`src/rtl/hazard_ctrl_pkg.sv`:
```
// hazard_ctrl_pkg: shared pipeline definitions for the ID-stage hazard and forwarding logic
package hazard_ctrl_pkg;
  typedef enum logic {RUN = 1'b0, STALL = 1'b1} stateT;
  typedef enum logic [1:0] {FWD_NONE = 2'b00, FWD_WB = 2'b01, FWD_MEM = 2'b10} fwdSelT;
  localparam int CNT_W = 16;
  // $0 is hardwired to zero, so it can never carry a dependency
  function automatic logic regMatch(input logic [4:0] rd, input logic [4:0] rs, input logic [4:0] rt);
    return rd != 5'd0 && (rd == rs || rd == rt);
  endfunction
endpackage

```
`src/rtl/hazard_ctrl_sat_counter.sv`:
```
// sat_counter: up counter that sticks at all-ones instead of wrapping
module sat_counter #(
  parameter int W = 16
) (
  input  logic         clk,
  input  logic         reset,
  input  logic         inc,
  output logic [W-1:0] count
);
  always_ff @(posedge clk or posedge reset)
    if (reset) count <= '0;
    else if (inc && count != '1) count <= count + 1'b1;
endmodule

```
`src/rtl/hazard_ctrl.sv`:
```
// hazard_ctrl: ID-stage stall/flush control for hazards that MEM/WB forwarding cannot resolve
import hazard_ctrl_pkg::*;
module hazard_ctrl (
  input  logic             clk,
  input  logic             reset,
  input  logic [4:0]       registerRsID,
  input  logic [4:0]       registerRtID,
  input  logic [4:0]       registerRdEX,
  input  logic             regWriteEX,
  input  logic             memReadEX,
  input  logic [4:0]       registerRdMEM,
  input  logic             memReadMEM,
  input  logic             branchID,
  input  logic             jumpID,
  input  logic             branchTakenID,
  output logic             pcWrite,
  output logic             ifidWrite,
  output logic             idexBubble,
  output logic             ifidFlush,
  output logic [CNT_W-1:0] stallCount,
  output logic [CNT_W-1:0] flushCount,
  output logic             busy
);
  stateT state, stateNext;
  logic [1:0] rem, remNext, need;
  logic exHit, memHit, stall;
  always_ff @(posedge clk or posedge reset)
    if (reset) begin
      state <= RUN;
      rem <= 2'd0;
    end else begin
      state <= stateNext;
      rem <= remNext;
    end
  // a branch resolves in ID, so a load feeding it needs two bubbles while it is still in EX
  always_comb begin
    exHit = regMatch(registerRdEX, registerRsID, registerRtID);
    memHit = regMatch(registerRdMEM, registerRsID, registerRtID);
    need = (branchID && memReadEX && exHit) ? 2'd2 :
           ((memReadEX && exHit) || (branchID && regWriteEX && !memReadEX && exHit) ||
            (branchID && memReadMEM && memHit)) ? 2'd1 : 2'd0;
    stall = state == STALL || need != 2'd0;
    remNext = state == STALL ? rem - 2'd1 : (need != 2'd0 ? need - 2'd1 : 2'd0);
    stateNext = remNext != 2'd0 ? STALL : RUN;
    pcWrite = !stall;
    ifidWrite = !stall;
    idexBubble = stall;
    ifidFlush = !stall && (jumpID || (branchID && branchTakenID));
    busy = state == STALL;
  end
  sat_counter #(.W(CNT_W)) stallCnt (.clk(clk), .reset(reset), .inc(stall), .count(stallCount));
  sat_counter #(.W(CNT_W)) flushCnt (.clk(clk), .reset(reset), .inc(ifidFlush), .count(flushCount));
endmodule
```
`config.mk`:
```
export PLATFORM = sky130hd
export DESIGN_NAME = hazard_ctrl
export DESIGN_NICKNAME = d
export VERILOG_FILES = /design/src/rtl/hazard_ctrl_pkg.sv /design/src/rtl/hazard_ctrl_sat_counter.sv /design/src/rtl/hazard_ctrl.sv
export SDC_FILE = /design/constraint.sdc
export NUM_CORES = 1
export LEC_CHECK = 0
export CAP_MARGIN = 20
export CORE_AREA = 3 3 70 72
export DETAILED_ROUTE_END_ITERATION = 8
export DIE_AREA = 0 0 73 75
export PLACE_DENSITY = 0.8
export SKIP_LAST_GASP = 1
export SLEW_MARGIN = 20
export SYNTH_ARGS = -nofsm -noshare
export SYNTH_HDL_FRONTEND = slang
export SYNTH_SLANG_ARGS = --single-unit
```
`constraint.sdc`:
```
create_clock -name clk -period 2 [get_ports clk]
set_input_delay 0.2 -clock clk [delete_from_list [all_inputs] [get_ports clk]]
set_output_delay 0.2 -clock clk [all_outputs]
set_load 0.005 [all_outputs]
```
==> After elaboration in Yosys (flattened, before gate mapping) <==
Cells that the tools add are included.
{ "totals": {"latch_bits": 0, "wordCells": 45, "mem_bits_rw": 0, "reg_bits": 35, "mem_count": 0, "rom_bits": 0, "in_bits": 28} }
{ "op_classes": {"shifts": 0, "reduce_logical": 26, "n_div": 0, "mul": 0, "n_bitwise": 0, "n_addsub": 4, "muxes": 5, "order_cmp": 0, "eq_ne": 6} }
{ "op_table": {"columns": ["operator", "n"], "rows": [
  ["adder 16 x 1 -> 16 bit (second input constant)", 2],
  ["inequality test 16 bit (second input constant)", 2],
  ["equality test 5 bit", 4],
  ["logical AND 1 bit", 14],
  ["nonzero test 5 bit", 2],
  ["logical OR 1 bit", 6],
  ["two-way mux 2 bit", 3],
  ["nonzero test 2 bit", 2],
  ["subtractor 2 x 1 -> 2 bit (second input constant)", 2],
  ["logical NOT 1 bit", 2],
  ["two-way mux 1 bit", 2]
]} }

==> Longest topological paths before layout <==
Gate-level depths: netlist of the first run.
{ "depth": {"ltp_word": 13, "depth_mapped": 9} }

==> Modules after synthesis <==
From an unflattened synthesis of the first run, not the netlist that was laid out.
{ "unflattened": {"hier_cells": 197, "hier_area_um2": 2057.0} }
{ "by_module_without_submodules": {"columns": ["module", "n_inst", "area_each_um2", "cells_per_inst"], "rows": [
  ["sat_counter", 2, 805.8, 71],
  ["hazard_ctrl", 1, 445.4, 55]
]} }

==> Least setup slack after synthesis of the first run <==
OpenSTA, ideal clock, no wires.
{ "synth_path": {"path_kind": "register -> register", "from": "register stallCnt.count[0]", "to": "register stallCnt.count[11]", "arrival_ns": 1.637, "required_time_ns": 1.921, "path_stages_with_launch": 9, "setup_time_ns": 0.079, "slack_ns": 0.284, "path_cell_list": "dfrtp_1 -> ha_1 -> and3_1 -> and3_1 -> nand4_1 -> o21ai_2 -> buf_6 -> nor2_1 -> xor2_1"} }
{ "synth_between": {"elab_chain_len": 2, "word_cells_on_any_way": 3, "classes_between": "1 x add/sub; 1 x eq/ne; 1 x reduce/logical"} }
{ "synth_lines": {"columns": ["item", "line", "text"], "rows": [
  ["start: declaration", "hazard_ctrl_sat_counter.sv:8", "output logic [W-1:0] count"],
  ["start signal: assignment", "hazard_ctrl_sat_counter.sv:12", "else if (inc && count != '1) count <= count + 1'b1;"],
  ["branches (longest 2 deep; another with adder 16 x 1 -> 16 bit)", null, null]
]} }
Several ways; the timed one is not identified.
A chain may end at the register's enable or synchronous reset.

==> Final worst setup path of the first run <==
{ "layout_path": {"from": "input port registerRsID[3]", "to": "output port ifidFlush"} }
{ "layout_between": {"elab_chain_len": 12, "word_cells_on_any_way": 18, "classes_between": "2 x eq/ne; 2 x mux; 14 x reduce/logical"} }
{ "layout_lines": {"columns": ["item", "line", "text"], "rows": [
  ["start: declaration", "hazard_ctrl.sv:6", "input logic [4:0] registerRsID,"],
  ["equality test 5 bit", "hazard_ctrl_pkg.sv:8", "return rd != 5'd0 && (rd == rs || rd == rt);"],
  ["logical OR 1 bit", "hazard_ctrl_pkg.sv:8", null],
  ["logical AND 1 bit", "hazard_ctrl_pkg.sv:8", null],
  ["logical AND 1 bit", "hazard_ctrl.sv:40", "((memReadEX && exHit) || (branchID && regWriteEX && !memReadEX && exHit) ||"],
  ["logical OR 1 bit (2 in series)", "hazard_ctrl.sv:40", null],
  ["two-way mux 1 bit", "hazard_ctrl.sv:41", "(branchID && memReadMEM && memHit)) ? 2'd1 : 2'd0;"],
  ["two-way mux 2 bit *", "hazard_ctrl.sv:39", "need = (branchID && memReadEX && exHit) ? 2'd2 :"],
  ["nonzero test 2 bit *", "hazard_ctrl.sv:42", "stall = state == STALL || need != 2'd0;"],
  ["logical OR 1 bit *", "hazard_ctrl.sv:42", null],
  ["logical NOT 1 bit *", "hazard_ctrl.sv:48", "ifidFlush = !stall && (jumpID || (branchID && branchTakenID));"],
  ["logical AND 1 bit *", "hazard_ctrl.sv:48", null],
  ["end: declaration", "hazard_ctrl.sv:19", "output logic ifidFlush,"]
]} }
Mark *: on every way between the ends. The rest lies on a longest branch, timed or not.

==> impl_metrics.toml, run 1 <==
[setup_path]
cp.arrival_ns = 1.71
crit_type = "in -> out"
crit_family = "buffers and inverters"
critPathBufInv = 4
required_ns = 1.80
path_common_cell = "buf_4"
path_cells = "dlygate4sd2_1, buf_4, xnor2_1, nand2_1, o22ai_1, a41o_1, or2_4, buf_4, nor2_2, clkbuf_2"
cp-end-kind = "primary output"
critPathSlowestCell = "or2_4"
cp-start-kind = "primary input"
critPathMaxStageDelay_ns = 0.26
crit_fanout = 3

[power]
vdd_drop_max_mv = 0.669
leakagePower_nw = 1.32
p_per_area_nw_per_um2 = 923
p_total_mw = 2.63

[timing]
tightest_slew_ns = 0.453
period_share = 0.956
tns_ns = 0
hold_violations = 0
fmax_ghz = 0.523
finClkSkew_ns = 0.00531
worst_slack_ns = 0.0888
setup_violations = 0
rsz0062_at_grt = "false"
min_period_ns = 1.91
relSlewSlack = 0.694
drv_slew = 0

[floorplanning]
fp.coreArea_um2 = 4350
die_h_um = 75
ios = 65
initial_utilization = 0.440
die_w_um = 73
die_area_um2 = 5480
rows = 24

[clocking]
cts_max_path_buffers = 2
clk_pin_slew_worst_paths_ns = 0.07
insertion_delay_ns = 0.28
cts_sinks = 35
hold_buffers = 0
tritoncts = "done"
clockRootBuffer = "clkbuf_8"
cts_max_level = 2
cts_buffers = 5

[final_layout]
final_core_util = 0.653
num_antenna_cells = 0
final_common_cell = "clkdlybuf4s50_1"
layout_common_cells = "40 x clkdlybuf4s50_1, 35 x dfrtp_1, 27 x xnor2_1"
fin_nets = 310
syn2layout_area_growth_pct = 48.5
drive_above_1_share = 0.157

[yosys]
yosysTopAreaCellShare = 0.457
synth_area_leader_cell = "dfrtp_1"
syn_area_per_cell_um2 = 10.2
ys_types = 29
syn_nets = 218
synth_seq_cells = 35
yosysWarningCount = 0
syn_inst = 188
yosysSeqAreaShare = 0.457
netlist_area_um2 = 1920
yosys-top-cells-area = "dfrtp_1 46%, xnor2_1 12%, xor2_1 11%, nand3_1 4.7%, nor2_1 3.1%"

[route]
wl_um = 4760
drc_errors = 0
ant_nets = 0
vias = 1651
routed_via_density = 4.96
drt_pass1_iterations = 4
drtIter0Drc = 59
wl_per_cell_um = 14.3

[place]
gp_congestion = 0.797
place_hpwl_um = 3730
port_buffers = 64
place_ws_ns = -0.520

[grt]
grt_max_degree = 36
grt_pass1_wl_um = 7900
antenna_found_initial = 0
grt_pass1_vias = 1749
grt_use_total = 0.187
grt_overflow = 0

[run]
maxCapViolations = 0

[status]
status = "complete, no violations"

[min_path]
hp-class = "in -> async"
[cell usage after synthesis]
cell	count
a41o_1	1
a32oi_1	1
nor3_2	1
a21o_1	1
nand2b_1	2
ha_1	2
xnor2_1	27
mux2_2	2
buf_6	2
nor2_2	1
nand2_1	12
and2_1	4
o21ai_2	1
nand3_1	18
nor3_1	7
o22ai_1	1
inv_1	4
a21oi_1	2
and4_1	3
nand4_1	8
or2_1	1
nor3_4	1
nor4_1	1
buf_4	2
and3_1	7
xor2_1	24
dfrtp_1	35
o41ai_1	1
nor2_1	16
[repair_timing]
| item | in CTS | in global routing |
|---|---|---|
| endpoints found under the hold margin | 0 | 0 |
| buffers inserted | 3 | 1 |
| endpoints found under the setup margin | 7 | 10 |
| gates resized for setup | 27 | 6 |
| pin swaps | 5 | 1 |
[worst paths after layout]
| path | slack, ns | cells past startpoint | end | start |
|---|---|---|---|---|
| hold / removal | 0.32 | 3 | stallCnt.count[9]$_DFFE_PP0P_ | reset |
| hold reg to reg | 0.50 | 1 | flushCnt.count[8]$_DFFE_PP0P_ | flushCnt.count[8]$_DFFE_PP0P_ |
| min in group clk | 0.50 | 1 | flushCnt.count[8]$_DFFE_PP0P_ | flushCnt.count[8]$_DFFE_PP0P_ |
| setup / recovery | 0.09 | 10 | ifidFlush | registerRsID[3] |
| max in group asynchronous | 1.35 | 3 | flushCnt.count[1]$_DFFE_PP0P_ | reset |
| setup reg to reg | 0.13 | 8 | stallCnt.count[14]$_DFFE_PP0P_ | stallCnt.count[10]$_DFFE_PP0P_ |
[per-stage QoR]
stage / hold WS (ns) / cell area, µm² / instances
3_5_place_dp: 0.492 / 2740 / 321
2_1_floorplan: 0.349 / 1920 / 188
4_1_cts: 0.339 / 2830 / 332
3_3_place_gp: 0.479 / 2740 / 321
5_1_grt: 0.363 / 2850 / 333
6_report: 0.325 / 2850 / 333
[worst register-to-register path: stages, from the launching register on]
cell	delay, ns
dfrtp_1	0.42
and3_1	0.21
and3_1	0.21
and2_1	0.19
nand4_1	0.18
o21ai_2	0.11
buf_6	0.15
nor3_1	0.17
xor2_1	0.16
[power by group]
part	internal (mW)	leakage, nW	switching (mW)
Combinational	0.679	0.817	0.446
Clock	0.244	0.0422	0.237
Sequential	0.863	0.466	0.159
[area by class of cell]
class / count / area, µm²
well taps: 52 / 65.1
clock inverters: 1 / 5.00
inverters: 4 / 15.0
clock buffers: 7 / 76.3
repair buffers: 89 / 798
flip-flops and latches: 35 / 876
multi-input cells: 145 / 1010
fillers: 367 / 1510
[registers in the layout (all words and copies together), names as in the netlist]
register and count:
busy 1, rem 2, flushCnt.count 16, stallCnt.count 16
[cells by family after synthesis]
family                   count (synthesis)  synth area share
AO/OA/AOI/OAI                            8            0.0314
XOR/XNOR                                51             0.233
adder cells (fa/ha/maj)                  2            0.0131
buffers and inverters                    8            0.0274
flip-flops                              35             0.457
multiplexers                             2            0.0118
AND/OR/NAND/NOR                         82             0.226
[routing by layer]
metal / GRT usage / up-vias / part of all wire
li1: - / 822 / -
met1: 0.237 / 784 / 0.45
met2: 0.323 / 37 / 0.51
met3: 0.0347 / 8 / 0.034
met4: 0.0574 / 0 / 0.013
met5: 0 / - / 0
(Power assumes the default switching activity.)
==> inputs of run 2 (changes only) <==
--- a/config.mk
+++ b/config.mk
@@ -7,6 +7,7 @@
 export LEC_CHECK = 0
 export CAP_MARGIN = 20
 export CORE_AREA = 3 3 70 72
+export CTS_CLUSTER_DIAMETER = 100
 export DETAILED_ROUTE_END_ITERATION = 8
 export DIE_AREA = 0 0 73 75
 export PLACE_DENSITY = 0.8
==> results of run 2 <==
No change in the layout: final DEF, timing and power equal those of run 1.
